File: config.mk
export PLATFORM = sky130hd
export DESIGN_NAME = mul_seq_ctrl
export DESIGN_NICKNAME = d
export VERILOG_FILES = /design/src/rtl/mul_seq_ctrl.sv
export SDC_FILE = /design/constraint.sdc
export NUM_CORES = 1
export LEC_CHECK = 0
export BUFFER_PORTS_ARGS = -buffer_cell sky130_fd_sc_hd__buf_2
export CORE_AREA = 5 5 146 148
export DETAILED_ROUTE_END_ITERATION = 7
export DIE_AREA = 0 0 151 153
export PLACE_DENSITY_LB_ADDON = 0.15
export REMOVE_ABC_BUFFERS = 1
export SETUP_SLACK_MARGIN = 0.15
export SYNTH_ARGS = -nofsm -noshare
export SYNTH_HDL_FRONTEND = slang
export SYNTH_SLANG_ARGS = --single-unit
File: constraint.sdc
create_clock -name clk -period 4.8 [get_ports clk]
set_input_delay 0.48 -clock clk [delete_from_list [all_inputs] [get_ports clk]]
set_output_delay 0.48 -clock clk [all_outputs]
set_load 0.01 [all_outputs]
File: src/rtl/mul_seq_ctrl.sv
// rtl/mul_seq_ctrl.sv - radix-2 shift-add multiply sequencer with EXE-stage stall control
module mul_seq_ctrl #(
  parameter int DATA_W = 32
) (
  input  logic              clk,
  input  logic              arst_n,
  input  logic              start,
  input  logic              op_hi,
  input  logic [DATA_W-1:0] operand_a,
  input  logic [DATA_W-1:0] operand_b,
  input  logic              flush,
  output logic              busy,
  output logic              result_valid,
  output logic [DATA_W-1:0] result,
  output logic              PCWrite,
  output logic              IF_ID_Write,
  output logic              ID_EX_Write,
  output logic              EX_MEM_Flush
);

  localparam int CNT_W = $clog2(DATA_W) + 1;
  localparam int P_W   = 2 * DATA_W + 1;

  localparam logic [1:0] ST_IDLE = 2'd0;
  localparam logic [1:0] ST_BUSY = 2'd1;
  localparam logic [1:0] ST_DONE = 2'd2;

  localparam logic [CNT_W-1:0] CNT_LAST = CNT_W'(DATA_W - 1);

  logic [1:0]        state_q, state_d;
  logic [P_W-1:0]    p_q, p_d;
  logic [DATA_W-1:0] a_q, a_d;
  logic              hi_q, hi_d;
  logic [CNT_W-1:0]  cnt_q, cnt_d;
  logic [DATA_W-1:0] result_q, result_d;

  logic [DATA_W:0]   upper_sum;
  logic [P_W-1:0]    p_step;
  logic              stall;

  // Upper half never exceeds DATA_W bits before the add, so DATA_W+1 bits hold the carry.
  always_comb begin
    upper_sum = p_q[P_W-1:DATA_W] + (p_q[0] ? {1'b0, a_q} : {(DATA_W+1){1'b0}});
    p_step    = {1'b0, upper_sum, p_q[DATA_W-1:1]};
  end

  always_comb begin
    state_d  = state_q;
    p_d      = p_q;
    a_d      = a_q;
    hi_d     = hi_q;
    cnt_d    = cnt_q;
    result_d = result_q;

    if (flush) begin
      state_d = ST_IDLE;
    end else begin
      case (state_q)
        ST_IDLE: begin
          if (start) begin
            a_d     = operand_a;
            hi_d    = op_hi;
            p_d     = {{(DATA_W+1){1'b0}}, operand_b};
            cnt_d   = '0;
            state_d = ST_BUSY;
          end
        end
        ST_BUSY: begin
          p_d   = p_step;
          cnt_d = cnt_q + CNT_W'(1);
          if (cnt_q == CNT_LAST) begin
            state_d  = ST_DONE;
            result_d = hi_q ? p_step[2*DATA_W-1:DATA_W] : p_step[DATA_W-1:0];
          end
        end
        ST_DONE: begin
          state_d = ST_IDLE;
        end
        default: begin
          state_d = ST_IDLE;
        end
      endcase
    end
  end

  always_ff @(posedge clk or negedge arst_n) begin
    if (!arst_n) begin
      state_q  <= ST_IDLE;
      p_q      <= '0;
      a_q      <= '0;
      hi_q     <= 1'b0;
      cnt_q    <= '0;
      result_q <= '0;
    end else begin
      state_q  <= state_d;
      p_q      <= p_d;
      a_q      <= a_d;
      hi_q     <= hi_d;
      cnt_q    <= cnt_d;
      result_q <= result_d;
    end
  end

  // Stall is gated by reset so the pipeline sees its released values while held in reset.
  assign stall = arst_n && !flush &&
                 (((state_q == ST_IDLE) && start) || (state_q == ST_BUSY));

  assign busy         = (state_q == ST_BUSY);
  assign result_valid = (state_q == ST_DONE) && !flush;
  assign result       = result_q;

  assign PCWrite      = !stall;
  assign IF_ID_Write  = !stall;
  assign ID_EX_Write  = !stall;
  assign EX_MEM_Flush = stall;

endmodule

### Word-level counts from Yosys, hierarchy flattened

Index checks and enable logic that the tools add are counted.

| word-level totals | value |
|---|---|
| register bits | 138 |
| bits of input ports | 69 |
| output and inout bits | 38 |
| word-level logic and storage cells | 38 |

| cells by class | value |
|---|---|
| $add $sub $neg | 2 |
| eq/ne operators | 6 |
| multiplexer cells | 10 |
| bitwise operators | 1 |
| reduce and logical (&&, ||, !) cells | 13 |

Operator list:

| operator | number |
|---|---|
| 65-bit one-hot mux with 2 select lines | 1 |
| 65-bit two-way mux | 1 |
| 32-bit two-way mux | 2 |
| 33-bit by 32-bit adder with 33-bit output | 1 |
| 6-bit one-hot mux with 2 select lines | 1 |
| 3-bit AND reduction | 3 |
| 6-bit by 1-bit adder with 6-bit output (second input constant) | 1 |
| 6-bit by 5-bit == test with 1-bit output (second input constant) | 1 |
| 2-bit two-way mux | 3 |
| 6-bit two-way mux | 1 |
| 1-bit logical AND | 4 |
| 2-bit one-hot mux with 2 select lines | 1 |
| 3-bit by 2-bit != test with 1-bit output (second input constant) | 1 |
| 3-bit != test (second input constant) | 1 |
| 2-bit by 1-bit == test with 1-bit output (second input constant) | 1 |
| 2-bit == test (second input constant) | 1 |
| 1-bit logical NOT | 2 |
| 2-bit logical NOT | 1 |
| 2-bit != test (second input constant) | 1 |
| 2-bit AND reduction | 1 |
| 2-bit nonzero test | 1 |
| 1-bit logical OR | 1 |
| 1-bit NOT | 1 |

### Logic depth before layout (Yosys ltp)

Gate-level depths: netlist of run 1.

| depth | value |
|---|---|
| depth in word-level cells | 5 |
| gate-level depth with buffers | 12 |
| depth with buffers taken out | 11 |

### Worst setup path after synthesis of run 1

OpenSTA, ideal clock, no wires.

| timing path | value |
|---|---|
| kind | register to register |
| start point | register p_q[0] |
| end point | register result_q[27] (netlist: result[27]) |
| setup time | 0.064 ns |
| data arrival time | 2.702 ns |
| required time | 4.736 ns |
| slack | 2.034 ns |
| stages on the path, launching flop included | 12 |
| buffers on the path | 0 |
| period minus slack after synthesis | 2.766 ns |
| path through | dfrtp_1 -> and2_1 -> ha_1 -> fa_1 -> a21o_1 -> a221oi_4 -> o31ai_2 -> a2bb2oi_2 -> a31o_4 -> a31oi_4 -> mux2_4 -> nand2_2 |

| between the ends | value |
|---|---|
| word-level cells in the longest chain between the ends | 3 |

RTL lines:

| item | line | source |
|---|---|---|
| start: declaration | 31 | `logic [P_W-1:0] p_q, p_d;` |
| start signal: assignment | 96 | `p_q <= p_d;` |
| 32-bit two-way mux | 43 | `upper_sum = p_q[P_W-1:DATA_W] + (p_q[0] ? {1'b0, a_q} : {(DATA_W+1){1'b0}});` |
| 33-bit by 32-bit adder with 33-bit output | 43 |  |
| 32-bit two-way mux | 73 | `result_d = hi_q ? p_step[2*DATA_W-1:DATA_W] : p_step[DATA_W-1:0];` |
| end signal: assignment | 100 | `result_q <= result_d;` |
| end: declaration | 35 | `logic [DATA_W-1:0] result_q, result_d;` |

Every way passes these cells.
A chain may end at the register's enable or synchronous reset.

### Final worst setup path of run 1

Same ends and word-level chain as after synthesis.

==> results of run 1 <==
-- metal layers --
layer  share of wire, %  track usage (%)
met1                 51             28.2
met2                 44             27.7
met3                4.1             3.14
met4                1.3             5.31
met5                  0                0
-- synth_stat cells (4+ instances only) --
library cell,n
sky130_fd_sc_hd__a21o_1,24
sky130_fd_sc_hd__a21oi_1,53
sky130_fd_sc_hd__a22o_1,19
sky130_fd_sc_hd__a31oi_1,6
sky130_fd_sc_hd__and2_1,34
sky130_fd_sc_hd__and3_1,19
sky130_fd_sc_hd__buf_1,9
sky130_fd_sc_hd__buf_2,6
sky130_fd_sc_hd__buf_4,6
sky130_fd_sc_hd__clkbuf_1,33
sky130_fd_sc_hd__dfrtp_1,137
sky130_fd_sc_hd__ha_1,33
sky130_fd_sc_hd__inv_1,8
sky130_fd_sc_hd__mux2i_1,49
sky130_fd_sc_hd__nand2_1,194
sky130_fd_sc_hd__nand3_1,8
sky130_fd_sc_hd__nand4_1,10
sky130_fd_sc_hd__nor2_1,23
sky130_fd_sc_hd__nor2b_1,5
sky130_fd_sc_hd__nor3_1,5
sky130_fd_sc_hd__o211ai_1,7
sky130_fd_sc_hd__o21ai_0,72
sky130_fd_sc_hd__o21ai_1,12
sky130_fd_sc_hd__o21bai_1,5
sky130_fd_sc_hd__or3_1,4
sky130_fd_sc_hd__xnor2_1,23
sky130_fd_sc_hd__xor2_1,8
-- area by class of cell --
type	count	area, µm²	share of cell area, %
multi-input cells	655	4120	45.4
flip-flops and latches	137	3430	37.8
repair buffers	114	597	6.57
clock buffers	21	460	5.07
well taps	270	338	3.72
clock inverters	9	100	1.10
inverters	9	33.8	0.372
-- per-stage QoR --
stage | TNS [ps] | setup slack [ps] | cell area [µm²] | utilization [%]
floorplan | -157280 | -2360 | 7560 | -
finish | 0 | 1400 | 9080 | 45.6
detailed placement | 0 | 1370 | 8520 | 42.8
global placement | 0 | 1420 | 8520 | 42.8
CTS | 0 | 1360 | 9080 | 45.6
global route | 0 | 1140 | 9080 | 45.6
-- worst paths after layout --
path / slack, ps / start / end
max: 1400 / p_q[0] / result[27]
min: 30 / arst_n / a_q[8]
max reg2reg: 1400 / p_q[0] / result[27]
min reg2reg: 470 / a_q[15] / a_q[15]
max in group asynchronous: 3810 / arst_n / a_q[21]
min in group clk: 250 / operand_a[31] / a_q[31]
-- report_power, final --
group	internal, W	switching (W)	leakage [nW]
Sequential	0.00136	0.000172	1.80
Combinational	0.000423	0.000646	2.52
Clock	0.000781	0.000492	0.274
Total	0.00257	0.00131	4.59
-- sequential cells by signal, summed over array words and instances (netlist names) --
name and count:
state_q 2, result 32, a_q 32, cnt_q 6, hi_q 1, p_q 64
-- cell families after synthesis --
kind of cell    share of synthesized area, %
buf+inv                                 3.82
simple gates                            18.6
fa+ha+maj                               5.53
xor+xnor                                3.47
mux                                     6.60
flops                                   43.8
compound gates                          18.2
==> results_dict.tcl, run 1 <==
set metrics [dict create \
    outcome "completed" \
    avgViaCountPerCell 5.13 \
    flow.area_growth_from_synthesis_pct 16.0 \
    timing.critical_path.slowest_stage_cell "sky130_fd_sc_hd__dfrtp_1" \
    max_slew_margin_pct 36.7 \
    detail_route.wl_per_cell_um 17.2 \
    htree_levels 4 \
    cpLargestDelayFamily "compound AO/OA/AOI/OAI gates" \
    synth.ff_latch_count 137 \
    clkLatencyLatePin_ps 420 \
    fillerInstances 1993 \
    power_per_cell_area_nw_per_um2 427 \
    maxCapViolCount 0 \
    peak_fanout_along_the_critical_path 33 \
    global_route_wire_length_before_repair_um 34300 \
    synthesis.instances 859 \
    setup.worst_path.start_class "flip-flop" \
    buffer_ports.inserted 106 \
    fin_cells 1215 \
    core_area_um2 19900 \
    worst_r2r_path_depth 11 \
    place.detailed.hpwl_um 14600 \
    postCtsHoldBufs 0 \
    dieWidth_um 151 \
    synth-main-ff-cell "sky130_fd_sc_hd__dfrtp_1" \
    tightest_slew_ps 950 \
    synth_area_leaders "sky130_fd_sc_hd__dfrtp_1 (44%), sky130_fd_sc_hd__nand2_1 (9.3%), sky130_fd_sc_hd__mux2i_1 (6.3%), sky130_fd_sc_hd__ha_1 (5.3%), sky130_fd_sc_hd__o21ai_0 (4.6%)" \
    grt_max_degree 98 \
    synth-edff-count 0 \
    max-vdd-ir-drop_mv 0.195 \
    path_buf_inv 0 \
    critPathArrivalTime_ps 3750 \
    rsz0062_at_grt "no" \
    fin_total_pwr_w 0.00388 \
    avgSynthCellArea_um2 9.11 \
    num-nets-final 1037 \
    sum_of_routed_wire_length_over_all_layers_um 20900 \
    drt_iter0_drc 461 \
    worst-setup-path-type "reg2reg" \
    netlist_area_um2 7830 \
    timing.final.crit_period_ps 3400 \
    crit_cells 11 \
    cts_tree "done" \
    cts-buffers-inserted 17 \
    worst_hold_slack_ps 26.2 \
    grt_pass1_vias 6309 \
    synthDominantAreaCellType "sky130_fd_sc_hd__dfrtp_1" \
    critical-path-max-stage-delay_ps 710 \
    grt.overflow.total 0 \
    mostFrequentLayoutCells "sky130_fd_sc_hd__nand2_1 (194), sky130_fd_sc_hd__dfrtp_1 (137), sky130_fd_sc_hd__buf_2 (105)" \
    cts_resized 0 \
    worst_setup_ep_type "flip-flop" \
    proportion_of_layout_cells_with_a_drive_suffix_above_1_pct 17.7 \
    synth-seq-area-share_pct 43.8 \
    fmax_mhz 295 \
    via_count 6232 \
    ios 107 \
    maxSlewViolCount 0 \
    yosys_warnings 0 \
    yosys.area.top_type_share_pct 43.8 \
    groute.usage.overall_pct 18.8 \
    postCtsSetupRepairBufs 0 \
    post_route_skew_ps 7.09 \
    dieArea_um2 23100 \
    cts_root_buffer "sky130_fd_sc_hd__clkbuf_16" \
    required_ps 5160 \
    std_cell_rows 52 \
    grt_antenna_before_repair 0 \
    gp_routability_congestion 0.896 \
    final_common_cell "sky130_fd_sc_hd__nand2_1" \
    netlist-cell-type-count 63 \
    dpl.cell_count 1185 \
    detail-route-antenna-nets 0 \
    route.detailed.drc 0 \
    finalSetupViolations 0 \
    hold_class "in2async" \
    dieHeight_um 153 \
    ctsLongestPathBuffers 2 \
    fin_crit_sh_pct 70.7 \
    total_leakage_power_nw 4.59 \
    antenna_cells 0 \
    clkTransAtPathRegs_ps 60 \
    critical_path.cell_chain "and2_1 > ha_1 > fa_1 > a21o_1 > a221oi_4 > o31ai_2 > a2bb2oi_2 > a31o_4 > a31oi_4 > mux2_4 > nand2_2" \
    synth_async_reset_ratio_pct 100 \
    number_of_failing_hold_endpoints_at_the_final_stage 0 \
    cts_sinks 137 \
    initial_utilization_pct 39.3 \
    dr.pass1.iters 8 \
]
Note: power is estimated with default switching activity, not from simulation.
==> run 2: changes to the inputs <==
==> constraint.sdc (replaced) <==
create_clock -name clk -period 3 [get_ports clk]
set_input_delay 0.3 -clock clk [delete_from_list [all_inputs] [get_ports clk]]
set_output_delay 0.3 -clock clk [all_outputs]
set_load 0.01 [all_outputs]
==> run 2 against run 1 <==
  * Die area did not move
  * Clock skew grew 0.91 ps
  * Cell area increased by 6.3%
  * Critical path depth stayed put
  * Clock power increased by 72%
  * Sequential share of layout area shrank 2.2 points
  * Power grew 71%
  * Highest routed layer is now met5
==> results_dict.tcl, run 2 (synthesis gave the netlist of run 1 again) <==
set metrics [dict create \
    clkLatencyLatePin_ps 420 \
    timing.critical_path.slowest_stage_cell "sky130_fd_sc_hd__dfrtp_1" \
    postPlaceCellArea_um2 8770 \
    timing.final.crit_period_ps 2790 \
    dieWidth_um 151 \
    hold_class "in2reg" \
    std_cell_rows 52 \
    gp_routability_congestion 0.914 \
    grt.overflow.total 0 \
    route.detailed.drc 0 \
    critical-path-max-stage-delay_ps 400 \
    drt_iter0_drc 369 \
    via_count 6447 \
    max_slew_margin_pct 47.5 \
    cts_tree "done" \
    path_buf_inv 0 \
    ios 107 \
    global_route_wire_length_before_repair_um 35100 \
    critPathArrivalTime_ps 3160 \
    buffer_ports.inserted 106 \
    finalSetupViolations 0 \
    maxSlewViolCount 0 \
    rsz0062_at_grt "yes" \
    regMostFlops "p_q" \
    fin_crit_sh_pct 93.1 \
    grt_max_degree 65 \
    critical_path.cell_chain "and2_1 > ha_2 > fa_2 > a21o_1 > a221oi_4 > o31ai_4 > a2bb2oi_4 > a31o_4 > a31oi_4 > mux2_4 > nand2_2" \
    fin_area_um2 9650 \
    clkTransAtPathRegs_ps 60 \
    grt_pass1_vias 6479 \
    num-nets-final 1073 \
    tightest_slew_ps 788 \
    dieArea_um2 23100 \
    final_common_cell "sky130_fd_sc_hd__nand2_1" \
    fmax_mhz 358 \
    peak_fanout_along_the_critical_path 3 \
    cts-buffers-inserted 17 \
    cpLargestDelayFamily "compound AO/OA/AOI/OAI gates" \
    proportion_of_layout_cells_with_a_drive_suffix_above_1_pct 23.5 \
    maxCapViolCount 0 \
    storage_cell_area_um2 3430 \
    dieHeight_um 153 \
    dr.pass1.iters 4 \
    multi_input_comb_area_um2 4330 \
    flow.area_growth_from_synthesis_pct 23.4 \
    post_route_skew_ps 8.01 \
    worst_hold_slack_ps 65.0 \
    place.detailed.hpwl_um 15500 \
    detail_route.wl_per_cell_um 17.3 \
    largest_register_ffs 64 \
    worst_setup_ep_type "flip-flop" \
    sum_of_routed_wire_length_over_all_layers_um 21700 \
    avgViaCountPerCell 5.15 \
    power_per_cell_area_nw_per_um2 688 \
    fin_total_pwr_w 0.00664 \
    htree_levels 4 \
    ctsLongestPathBuffers 2 \
    groute.usage.overall_pct 19.1 \
    core_area_um2 19900 \
    cts_sinks 137 \
    mostFrequentLayoutCells "sky130_fd_sc_hd__nand2_1 (194), sky130_fd_sc_hd__dfrtp_1 (137), sky130_fd_sc_hd__buf_2 (105)" \
    setup.worst_path.start_class "flip-flop" \
    grt_antenna_before_repair 1 \
    fillerInstances 1962 \
    initial_utilization_pct 39.3 \
    outcome "completed" \
    total_leakage_power_nw 4.83 \
    antenna_cells 0 \
    detail-route-antenna-nets 0 \
    cts_root_buffer "sky130_fd_sc_hd__clkbuf_16" \
    number_of_failing_hold_endpoints_at_the_final_stage 0 \
    required_ps 3360 \
    max-vdd-ir-drop_mv 0.404 \
    worst-setup-path-type "reg2reg" \
]
## run 2: worst paths after layout
kind                              endpoint  slack [ps]  cells after the start     startpoint
worst max-delay path            result[27]         210                     11         p_q[0]
worst max register to register  result[27]         210                     11         p_q[0]
worst min-delay path               a_q[25]          70                      3  operand_a[25]
min in group asynchronous       result[10]         270                      2         arst_n
worst min register to register     a_q[29]         470                      2        a_q[29]
max in group asynchronous          p_q[31]        1700                      3         arst_n
## run 2: area by class of cell
class                   count  share of cell area [%]
flip-flops and latches    137                    35.5
multi-input cells         655                    44.8
inverters                   9                   0.350
clock inverters             8                    1.19
well taps                 270                    3.50
clock buffers              24                    5.20
repair buffers            150                    9.43
## run 2: repair_timing
item                       in CTS  in global routing
gates resized for setup         4                 36
setup endpoints to repair      11                 28
hold buffers                    1                  0
buffers inserted                2                  4
hold endpoints to repair       10                  0
pin swaps                       6                 10
## run 2: per-stage QoR
| stage | cells | utilization (%) | setup slack (ps) | TNS, ps |
|---|---|---|---|---|
| 2_1_floorplan | 801 | - | -4070 | -362810 |
| 3_3_place_gp | 1214 | 44.1 | 156 | 0 |
| 3_5_place_dp | 1214 | 44.1 | 94.3 | 0 |
| 4_1_cts | 1249 | 47.4 | 138 | 0 |
| 5_1_grt | 1253 | 48.5 | 129 | 0 |
| 6_report | 1253 | 48.5 | 206 | 0 |
## run 2: worst register-to-register path, cell delays in order (launching register included)
cell and delay (ps):
sky130_fd_sc_hd__dfrtp_1 400, sky130_fd_sc_hd__and2_1 150, sky130_fd_sc_hd__ha_2 180, sky130_fd_sc_hd__fa_2 360, sky130_fd_sc_hd__a21o_1 200, sky130_fd_sc_hd__a221oi_4 330
sky130_fd_sc_hd__o31ai_4 110, sky130_fd_sc_hd__a2bb2oi_4 170, sky130_fd_sc_hd__a31o_4 280, sky130_fd_sc_hd__a31oi_4 170, sky130_fd_sc_hd__mux2_4 320, sky130_fd_sc_hd__nand2_2 50
## run 2: power breakdown
| part | internal (W) | switching [W] | leakage [nW] | total [W] |
|---|---|---|---|---|
| combinational | 0.000864 | 0.00115 | 2.72 | 0.00201 |
| clock | 0.00141 | 0.000776 | 0.310 | 0.00219 |
| sequential | 0.00218 | 0.000259 | 1.80 | 0.00244 |
## run 2: per-layer routing
layer  GRT usage, %  share of wire, %
met1           28.3                50
met2           28.3                44
met3           3.58               4.3
met4           5.92               1.5
met5              0             0.060
